**config.mk**
```make
export PLATFORM = sky130hd
export DESIGN_NAME = vram_tile_arbiter
export DESIGN_NICKNAME = d
export VERILOG_FILES = /design/src/rtl/vram_tile_arbiter.sv
export SDC_FILE = /design/constraint.sdc
export NUM_CORES = 1
export LEC_CHECK = 0
export ABC_AREA = 1
export CAP_MARGIN = 20
export CORE_MARGIN = 3
export CORE_UTILIZATION = 45
export CTS_CLUSTER_DIAMETER = 150
export DETAILED_ROUTE_END_ITERATION = 10
export HOLD_SLACK_MARGIN = 0.1
export PLACE_DENSITY = 0.82
export SLEW_MARGIN = 40
export SYNTH_ARGS = -nofsm -noshare
export SYNTH_HDL_FRONTEND = slang
export SYNTH_SLANG_ARGS = --single-unit
```
**constraint.sdc**
```tcl
create_clock -name clk -period 1.5 [get_ports clk]
set_clock_uncertainty 0.2 [all_clocks]
set_input_delay 0.3 -clock clk [delete_from_list [all_inputs] [get_ports clk]]
set_output_delay 0.3 -clock clk [all_outputs]
set_load 0.005 [all_outputs]
```
**src/rtl/vram_tile_arbiter.sv**
```systemverilog
`default_nettype none
// ============================================================================
// Module  : vram_tile_arbiter
// Brief   : Shares the single-port tile-map RAM between VGA scan-out fetches
//           and game-logic req/ack accesses; presents the current tile code.
// Revision: 1.0 - initial release
// ============================================================================
module vram_tile_arbiter #(
    parameter int TW         = 4,
    parameter int H_PREFETCH = 700,
    parameter int H_LAST     = 789,
    parameter int V_LAST     = 523
) (
    input  logic          clk,
    input  logic          reset_n,
    input  logic          pix_en,
    input  logic [9:0]    hcount,
    input  logic [9:0]    vcount,
    output logic [10:0]   ram_addr,
    output logic          ram_we,
    output logic [TW-1:0] ram_wdata,
    input  logic [TW-1:0] ram_rdata,
    input  logic          cpu_req,
    input  logic          cpu_we,
    input  logic [10:0]   cpu_addr,
    input  logic [TW-1:0] cpu_wdata,
    output logic          cpu_ack,
    output logic [TW-1:0] cpu_rdata,
    output logic [TW-1:0] tile_code
);

    localparam logic [9:0]  H_PREFETCH_V = 10'(H_PREFETCH);
    localparam logic [9:0]  H_LAST_V     = 10'(H_LAST);
    localparam logic [9:0]  V_LAST_V     = 10'(V_LAST);
    localparam logic [10:0] MAP_DEPTH    = 11'd1200;

    // CPU_NODATA covers writes and out-of-range reads: both return zero data.
    typedef enum logic [1:0] {
        TAG_NONE       = 2'd0,
        TAG_DISP       = 2'd1,
        TAG_CPU_RD     = 2'd2,
        TAG_CPU_NODATA = 2'd3
    } tag_t;

    logic [9:0]  w_next_line;
    logic        w_mid_fetch;
    logic        w_line_fetch;
    logic        w_disp_fetch;
    logic [5:0]  w_row;
    logic [5:0]  w_col;
    logic [10:0] w_disp_addr;
    logic        w_cpu_in_range;
    logic        w_tile_load;

    logic [10:0]   ram_addr_q,  ram_addr_d;
    logic          ram_we_q,    ram_we_d;
    logic [TW-1:0] ram_wdata_q, ram_wdata_d;
    tag_t          tag1_q,      tag1_d;
    tag_t          tag2_q,      tag2_d;
    logic [TW-1:0] next_tile_q, next_tile_d;
    logic          cpu_busy_q,  cpu_busy_d;
    logic          cpu_ack_q,   cpu_ack_d;
    logic [TW-1:0] cpu_rdata_q, cpu_rdata_d;
    logic [TW-1:0] tile_code_q, tile_code_d;

    always_comb begin
        w_next_line  = (vcount == V_LAST_V) ? 10'd0 : vcount + 10'd1;
        w_mid_fetch  = pix_en && (hcount[3:0] == 4'd8) && (hcount < 10'd624)
                       && (vcount < 10'd480);
        w_line_fetch = pix_en && (hcount == H_PREFETCH_V) && (w_next_line < 10'd480);
        w_disp_fetch = w_mid_fetch || w_line_fetch;
        if (w_mid_fetch) begin
            w_row = vcount[9:4];
            w_col = hcount[9:4] + 6'd1;
        end else begin
            w_row = w_next_line[9:4];
            w_col = 6'd0;
        end
        // row*40 + col without a multiplier
        w_disp_addr    = ({5'd0, w_row} << 5) + ({5'd0, w_row} << 3) + {5'd0, w_col};
        w_cpu_in_range = (cpu_addr < MAP_DEPTH);
        w_tile_load    = pix_en && (((hcount[3:0] == 4'hF) && (hcount < 10'd639))
                                    || (hcount == H_LAST_V));
    end

    always_comb begin
        ram_addr_d  = ram_addr_q;
        ram_we_d    = 1'b0;
        ram_wdata_d = ram_wdata_q;
        tag1_d      = TAG_NONE;
        tag2_d      = tag1_q;
        next_tile_d = next_tile_q;
        cpu_busy_d  = cpu_busy_q;
        cpu_ack_d   = 1'b0;
        cpu_rdata_d = cpu_rdata_q;
        tile_code_d = tile_code_q;

        // Retire: RAM data belonging to the stage-2 tag is on ram_rdata now.
        case (tag2_q)
            TAG_DISP: next_tile_d = ram_rdata;
            TAG_CPU_RD: begin
                cpu_rdata_d = ram_rdata;
                cpu_ack_d   = 1'b1;
                cpu_busy_d  = 1'b0;
            end
            TAG_CPU_NODATA: begin
                cpu_rdata_d = '0;
                cpu_ack_d   = 1'b1;
                cpu_busy_d  = 1'b0;
            end
            default: ;
        endcase

        // Issue: display fetches always own the port on their edge.
        if (w_disp_fetch) begin
            ram_addr_d = w_disp_addr;
            tag1_d     = TAG_DISP;
        end else if (cpu_req && !cpu_busy_q) begin
            ram_addr_d  = cpu_addr;
            ram_wdata_d = cpu_wdata;
            ram_we_d    = cpu_we && w_cpu_in_range;
            tag1_d      = (cpu_we || !w_cpu_in_range) ? TAG_CPU_NODATA : TAG_CPU_RD;
            cpu_busy_d  = 1'b1;
        end

        if (w_tile_load) begin
            tile_code_d = next_tile_q;
        end
    end

    always_ff @(posedge clk or negedge reset_n) begin
        if (!reset_n) begin
            ram_addr_q  <= '0;
            ram_we_q    <= 1'b0;
            ram_wdata_q <= '0;
            tag1_q      <= TAG_NONE;
            tag2_q      <= TAG_NONE;
            next_tile_q <= '0;
            cpu_busy_q  <= 1'b0;
            cpu_ack_q   <= 1'b0;
            cpu_rdata_q <= '0;
            tile_code_q <= '0;
        end else begin
            ram_addr_q  <= ram_addr_d;
            ram_we_q    <= ram_we_d;
            ram_wdata_q <= ram_wdata_d;
            tag1_q      <= tag1_d;
            tag2_q      <= tag2_d;
            next_tile_q <= next_tile_d;
            cpu_busy_q  <= cpu_busy_d;
            cpu_ack_q   <= cpu_ack_d;
            cpu_rdata_q <= cpu_rdata_d;
            tile_code_q <= tile_code_d;
        end
    end

    assign ram_addr  = ram_addr_q;
    assign ram_we    = ram_we_q;
    assign ram_wdata = ram_wdata_q;
    assign cpu_ack   = cpu_ack_q;
    assign cpu_rdata = cpu_rdata_q;
    assign tile_code = tile_code_q;

endmodule
`default_nettype wire

```
==> metrics, run 1 <==
status finished with violations; failing checks setup timing; Die Span Y about 76 um; Post-Syn Area 2230 sq um; Max FO, Critical Path 6; GR Util All Layers a little over a third; dpl hpwl about 5000 um; Final setup violation count 29; initial antenna violation count 0; RSZ-0062 raised after global routing true; clock tree buffer depth 2; Initial DRC Count 550; Layout Area Growth over Synthesis 98.7%; share of layout cells above drive strength 1 between 40% and 50%; Pint about 2.0 mW; VDD IR-drop max 0.000951 V; CP Data Required Time around 1.5 ns; area post-placement 3490 sq um; TritonCTS buffer count 5; Worst-path clk slew 0.08 ns; total gr overflow 0; CP endpoint kind flop; pin count of the biggest net entering global routing 35; most common cell after layout, fill and taps aside buf_4; drc violations 0; Yosys reg bits 34; Cell variety after synth 30; aggregate negative setup slack -23.01 ns; # diodes 0; critical path class in -> reg; H-tree depth 2; first-pass GRT wire length between 15000 and 20000 um; Pre-antenna DRT Iters 5; fillers 85; drt via density 6.60; power share of the clock group between 20% and 30%; Syn Inst Count a little under 300; switching portion of total power a little over a third; remaining antenna violation count 0; final core occ 97.0%; most frequent cells in the layout buf_4, nand2_1, dfrtp_1; CTS Sinks 34; register area share after synthesis approximately two fifths; Nets 521; Std-Cell Core Area ~4600 sq um; Post-Syn Nets between 300 and 400; vias in the first global route about 3100; Synth warnings 0; Placed Instances around 480; full die area slightly below 6000 sq um; static leakage power 2.30 nW; fin crit period just over 3 ns; NetSw 1.10 mW; pwr/cell area between 600 and 700 nW/um^2; Root Buffer clkbuf_8; insertion delay to the later sink of the worst-skew pair ~0.31 ns; Critical Path AT between 3 and 4 ns; combinational share of power 37.7%; Boundary Pins 69; Fmax ~330 MHz; Final Power 3.05 mW; PortBufs 68; mean post-synth cell area 7.58 sq um; Setup WS pre-CTS -2.03 ns; hold slack between 0.15 and 0.2 ns; standard-cell rows 24; worst setup margin -1.53 ns; worst slew pin tran 0.511 ns; WL final between 10000 and 15000 um; Design Area, Final 4430 sq um; fin. max-slew vios 0; Routed WL per cell between 20 and 30 um; HP Class reg -> reg; Starting Density 48.8%; Slew HR around 66%; final critical-path share of the clock period 202%; final hold vios 0; Max-Cap Viols 0; overall die width around 76 um; final cell count without fillers 528; CTS tree done; RD Place Congestion slightly below 0.9; Reg power frac a little over a third; vias after detailed routing between 3000 and 4000; startpoint types primary input
==> power by group through the flow <==
stage	combinational [mW]	sequential [mW]	clock (mW)
floorplan	0.291	1.10	0
global placement	0.773	1.10	0
detailed placement	0.796	1.10	0
CTS	0.838	1.08	0.710
global route	1.20	1.11	0.811
finish	1.15	1.11	0.788
==> timing repair <==
action                     CTS  global route
buffers inserted            27            20
setup endpoints to repair   48            25
hold buffers                 0             0
hold endpoints to repair     0             0
gates cloned                 2             1
pin swaps                   32            46
gates resized for setup    154           110
==> worst paths after layout <==
check / slack [ns] / depth (start not counted) / to / from
min in group asynchronous: 0.16 / 2 / cpu_rdata[2] / reset_n
worst max register to register: -0.19 / 6 / ram_addr[10] / cpu_busy_q
worst min-delay path: 0.15 / 0 / tag2_q[0] / tag1_q[0]
worst max-delay path: -1.53 / 19 / ram_addr[9] / hcount[3]
worst min register to register: 0.15 / 0 / tag2_q[0] / tag1_q[0]
max in group asynchronous: 0.75 / 2 / ram_addr[6] / reset_n
==> critical path, stage by stage <==
cell,delay [ns]
clkdlybuf4s15_2,0.20
nand4_1,0.14
a31oi_4,0.19
nand2_4,0.12
inv_1,0.17
nand2_1,0.14
fa_1,0.59
inv_2,0.08
ha_4,0.17
a21oi_2,0.13
nand2_2,0.07
inv_2,0.06
nor2_2,0.05
o21ai_1,0.21
nand2_1,0.08
nand2_1,0.08
nand2_1,0.08
nand2_1,0.06
nand3_1,0.07
==> cell type report <==
class	instances	area (sq um)	area share (%)
multi-input cells	207	1660	37.5
repair buffers	168	1550	35.0
flip-flops and latches	34	851	19.2
inverters	46	190	4.29
clock buffers	6	82.6	1.86
well taps	65	81.3	1.84
clock inverters	2	12.5	0.282
==> registers in the layout, indices dropped and copies added, names as in the netlist <==
name         cells
cpu_ack          1
tag1_q           2
ram_we           1
ram_addr        11
cpu_rdata        4
cpu_busy_q       1
next_tile_q      4
tile_code        4
tag2_q           2
ram_wdata        4
==> cell usage after synthesis <==
| cell | n | area [sq um] |
|---|---|---|
| ha_1 | 13 | 163 |
| a31oi_1 | 2 | 12.5 |
| nand3_2 | 2 | 20.0 |
| dfrtp_1 | 34 | 851 |
| or2_2 | 4 | 25.0 |
| o21ai_1 | 1 | 5.00 |
| o2111ai_1 | 1 | 8.76 |
| fa_1 | 2 | 40.0 |
| o31a_1 | 1 | 8.76 |
| buf_2 | 4 | 20.0 |
| nand4_1 | 19 | 119 |
| nor2_2 | 2 | 12.5 |
| o21ai_0 | 21 | 105 |
| inv_1 | 44 | 165 |
| xor2_1 | 3 | 26.3 |
| nor3_1 | 3 | 15.0 |
| nor2_4 | 2 | 22.5 |
| nand2_1 | 71 | 267 |
| clkbuf_1 | 2 | 7.51 |
| buf_6 | 1 | 11.3 |
| nand3b_1 | 2 | 15.0 |
| nand2_2 | 6 | 37.5 |
| o22ai_1 | 4 | 25.0 |
| nand3_1 | 23 | 115 |
| a21oi_1 | 7 | 35.0 |
| inv_2 | 2 | 7.51 |
| nor2_1 | 15 | 56.3 |
| nand2_4 | 1 | 11.3 |
| o31ai_1 | 1 | 7.51 |
| buf_8 | 1 | 15.0 |
==> per-layer routing <==
metal	track usage, %	part of all wire, %
met2	61.3	44
met1	40.7	32
met3	7.33	13
met4	17.8	11
met5	0	0
==> cell families after synthesis <==
kind of cell               count (synthesis)  synth area share (%)
AOI/OAI and AO/OA                         38                  9.31
adders and majority gates                 15                  9.09
buffers and inverters                     54                  10.2
DFF                                       34                  38.2
xor gates and xnor gates                   3                  1.18
and+or+nand+nor                          150                  32.1
Power figures use the tool's default switching activity.
==> run 2, diff against run 1 <==
==> constraint.sdc (replaced) <==
create_clock -name clk -period 3.6 [get_ports clk]
set_clock_uncertainty 0.2 [all_clocks]
set_input_delay 0.72 -clock clk [delete_from_list [all_inputs] [get_ports clk]]
set_output_delay 0.72 -clock clk [all_outputs]
set_load 0.005 [all_outputs]
==> run 2 against run 1 <==
- critical endpoint unchanged
- critical path type unchanged
- clock power fell by 67%
- combinational power shrank 72%
- cell count fell by 9.8%
- the flow now finishes without violations
- non-clock buffer count is 50 lower
- sequential share of layout area increased by 5.2 points
- count of clock-buffer cells in the layout down 1
- first-iteration DRC count is 69% lower
- total power decreased by 66%
==> metrics, run 2 (synthesis results as in run 1) <==
status finished clean; full die area 5840 sq um (unchanged); Boundary Pins 69 (unchanged); Slew HR 50.7% (-15 points); Final setup violation count 0 (-100%); Reg power frac 43.6% (+7.2 points); Initial DRC Count 171 (-69%); dpl hpwl 4700 um (-8.5%); H-tree depth 2 (unchanged); fin crit period 3.55 ns; Die Span Y 76.4 um (unchanged); Worst path slowest cell clkdlybuf4s50_1; fin. max-slew vios 0 (unchanged); Design Area, Final 3490 sq um (-21%); vias after detailed routing 2425 (-30%); final hold vios 0 (unchanged); CTS tree done; final critical-path share of the clock period a little over nine tenths; overall die width 76.4 um (unchanged); NetSw 0.291 mW (-73%); pwr/cell area 296 nW/um^2 (-57%); share of layout cells above drive strength 1 22.9% (-27 points); RSZ-0062 raised after global routing true; area post-placement 3280 sq um (-6.1%); PortBufs 68 (unchanged); Layout Area Growth over Synthesis 56.4%; power share of the clock group 25.3% (-0.6 points); remaining antenna violation count 0 (unchanged); most common cell after layout, fill and taps aside nand2_1; standard-cell rows 24 (unchanged); vias in the first global route 2309 (-26%); total gr overflow 0 (unchanged); Routed WL per cell 13.2 um (-51%); Worst-path clk slew 0.07 ns (about the same); Final Power 1.03 mW (-66%); max reg flops 11 (unchanged); CP Data Required Time 3.57 ns (+2.09 ns); Max FO, Critical Path 8 (+2); CTS Sinks 34 (unchanged); Pre-antenna DRT Iters 4 (-1); startpoint types primary input; Top delay family on crit path adder cells; insertion delay to the later sink of the worst-skew pair 0.28 ns (-0.03 ns); RD Place Congestion 0.844 (-4.9%); worst slew pin tran 0.739 ns (+0.227 ns); pin count of the biggest net entering global routing 35 (unchanged); worst setup margin 0.0472 ns (+1.58 ns); Max-Cap Viols 0 (unchanged); WL final 6300 um (-56%); hold slack 0.148 ns (-0.00388 ns); GR Util All Layers 21.0% (-14 points); worst path bufs/invs 4 (unchanged); cts hold-fix bufs 0 (unchanged); aggregate negative setup slack 0 ns (+23.01 ns); drc violations 0 (unchanged); first-pass GRT wire length 10100 um (-37%); CP endpoint kind flop; drt via density 5.09 (-23%); combinational share of power 31.1% (-6.6 points); HP Class reg -> reg; critical path class in -> reg; # diodes 0 (unchanged); Critical Path AT 3.52 ns (+0.51 ns); Starting Density 48.8% (unchanged); crit-path cells clkdlybuf4s50_1, nand2_2, a31oi_4, inv_2, nand2_4, o21ai_0, o21ai_1, fa_1, inv_2, ha_2, nand3_1, nand2_1, inv_2, nor2_1, o21ai_1, nand2_1, nand2_1, nand2_1, nand2_1, nand3_2; switching portion of total power 28.2% (-7.8 points); Root Buffer clkbuf_8; Fmax between 200 and 300 MHz; most frequent cells in the layout nand2_1, clkdlybuf4s50_1, buf_4; CP peak stage delay 0.52 ns (-0.07 ns); TritonCTS buffer count 5 (unchanged); initial antenna violation count 0 (unchanged); Setup WS pre-CTS -0.577 ns (+1.46 ns); most used cell, CP nand2_1; Std-Cell Core Area 4560 sq um (unchanged); Pint 0.741 mW (-62%); clock tree buffer depth 2 (unchanged); static leakage power 1.85 nW (-20%); VDD IR-drop max 0.000282 V (-70%); Nets 470 (-9.8%)
## run 2: layout make-up
cell class	instances	area [sq um]
timing repair buffer	118	1070
tap	65	81.3
multi-input combinational	206	1240
sequential	34	851
inverter	46	173
clock buffer	5	68.8
clock inverter	2	10.0
fill	336	1080
## run 2: path summary, 6_finish.rpt
check / slack [ns] / startpoint / depth (start not counted) / end
max: 0.05 / hcount[6] / 20 / ram_addr[9]
min: 0.15 / tag1_q[0] / 0 / tag2_q[0]
max reg2reg: 1.90 / cpu_busy_q / 7 / ram_we
min reg2reg: 0.15 / tag1_q[0] / 0 / tag2_q[0]
max in group asynchronous: 2.25 / reset_n / 2 / ram_addr[1]
min in group asynchronous: 0.63 / reset_n / 2 / tile_code[2]
## run 2: power groups by stage
stage               registers, mW  clock network (mW)  logic, mW
floorplan                   0.456                   0      0.107
detailed placement          0.456                   0      0.302
CTS                         0.450               0.264      0.306
global route                0.455               0.283      0.353
finish                      0.450               0.261      0.321
global placement            0.454                   0      0.291
## run 2: per-layer routing
| layer | routed length (um) | up-vias | GRT usage [%] |
|---|---|---|---|
| li1 | - | 1201 | - |
| met1 | 2590 | 1123 | 24.6 |
| met2 | 3240 | 83 | 37.7 |
| met3 | 334 | 18 | 5.08 |
| met4 | 140 | 0 | 6.52 |
| met5 | 0 | - | 0 |
## run 2: metrics by stage
step | util [%] | cells
after global routing | 76.4 | 476
after detailed placement | 71.8 | 464
after floorplan | - | 294
after CTS | 74.5 | 474
after global placement | 71.8 | 464
final | 76.4 | 476
## run 2: repair_timing
action                                 in CTS  in global routing
resized for setup                          21                 20
endpoints found under the hold margin       0                  0
setup endpoints to repair                   4                  4
setup buffers                               3                  2
pin swaps                                   8                 10
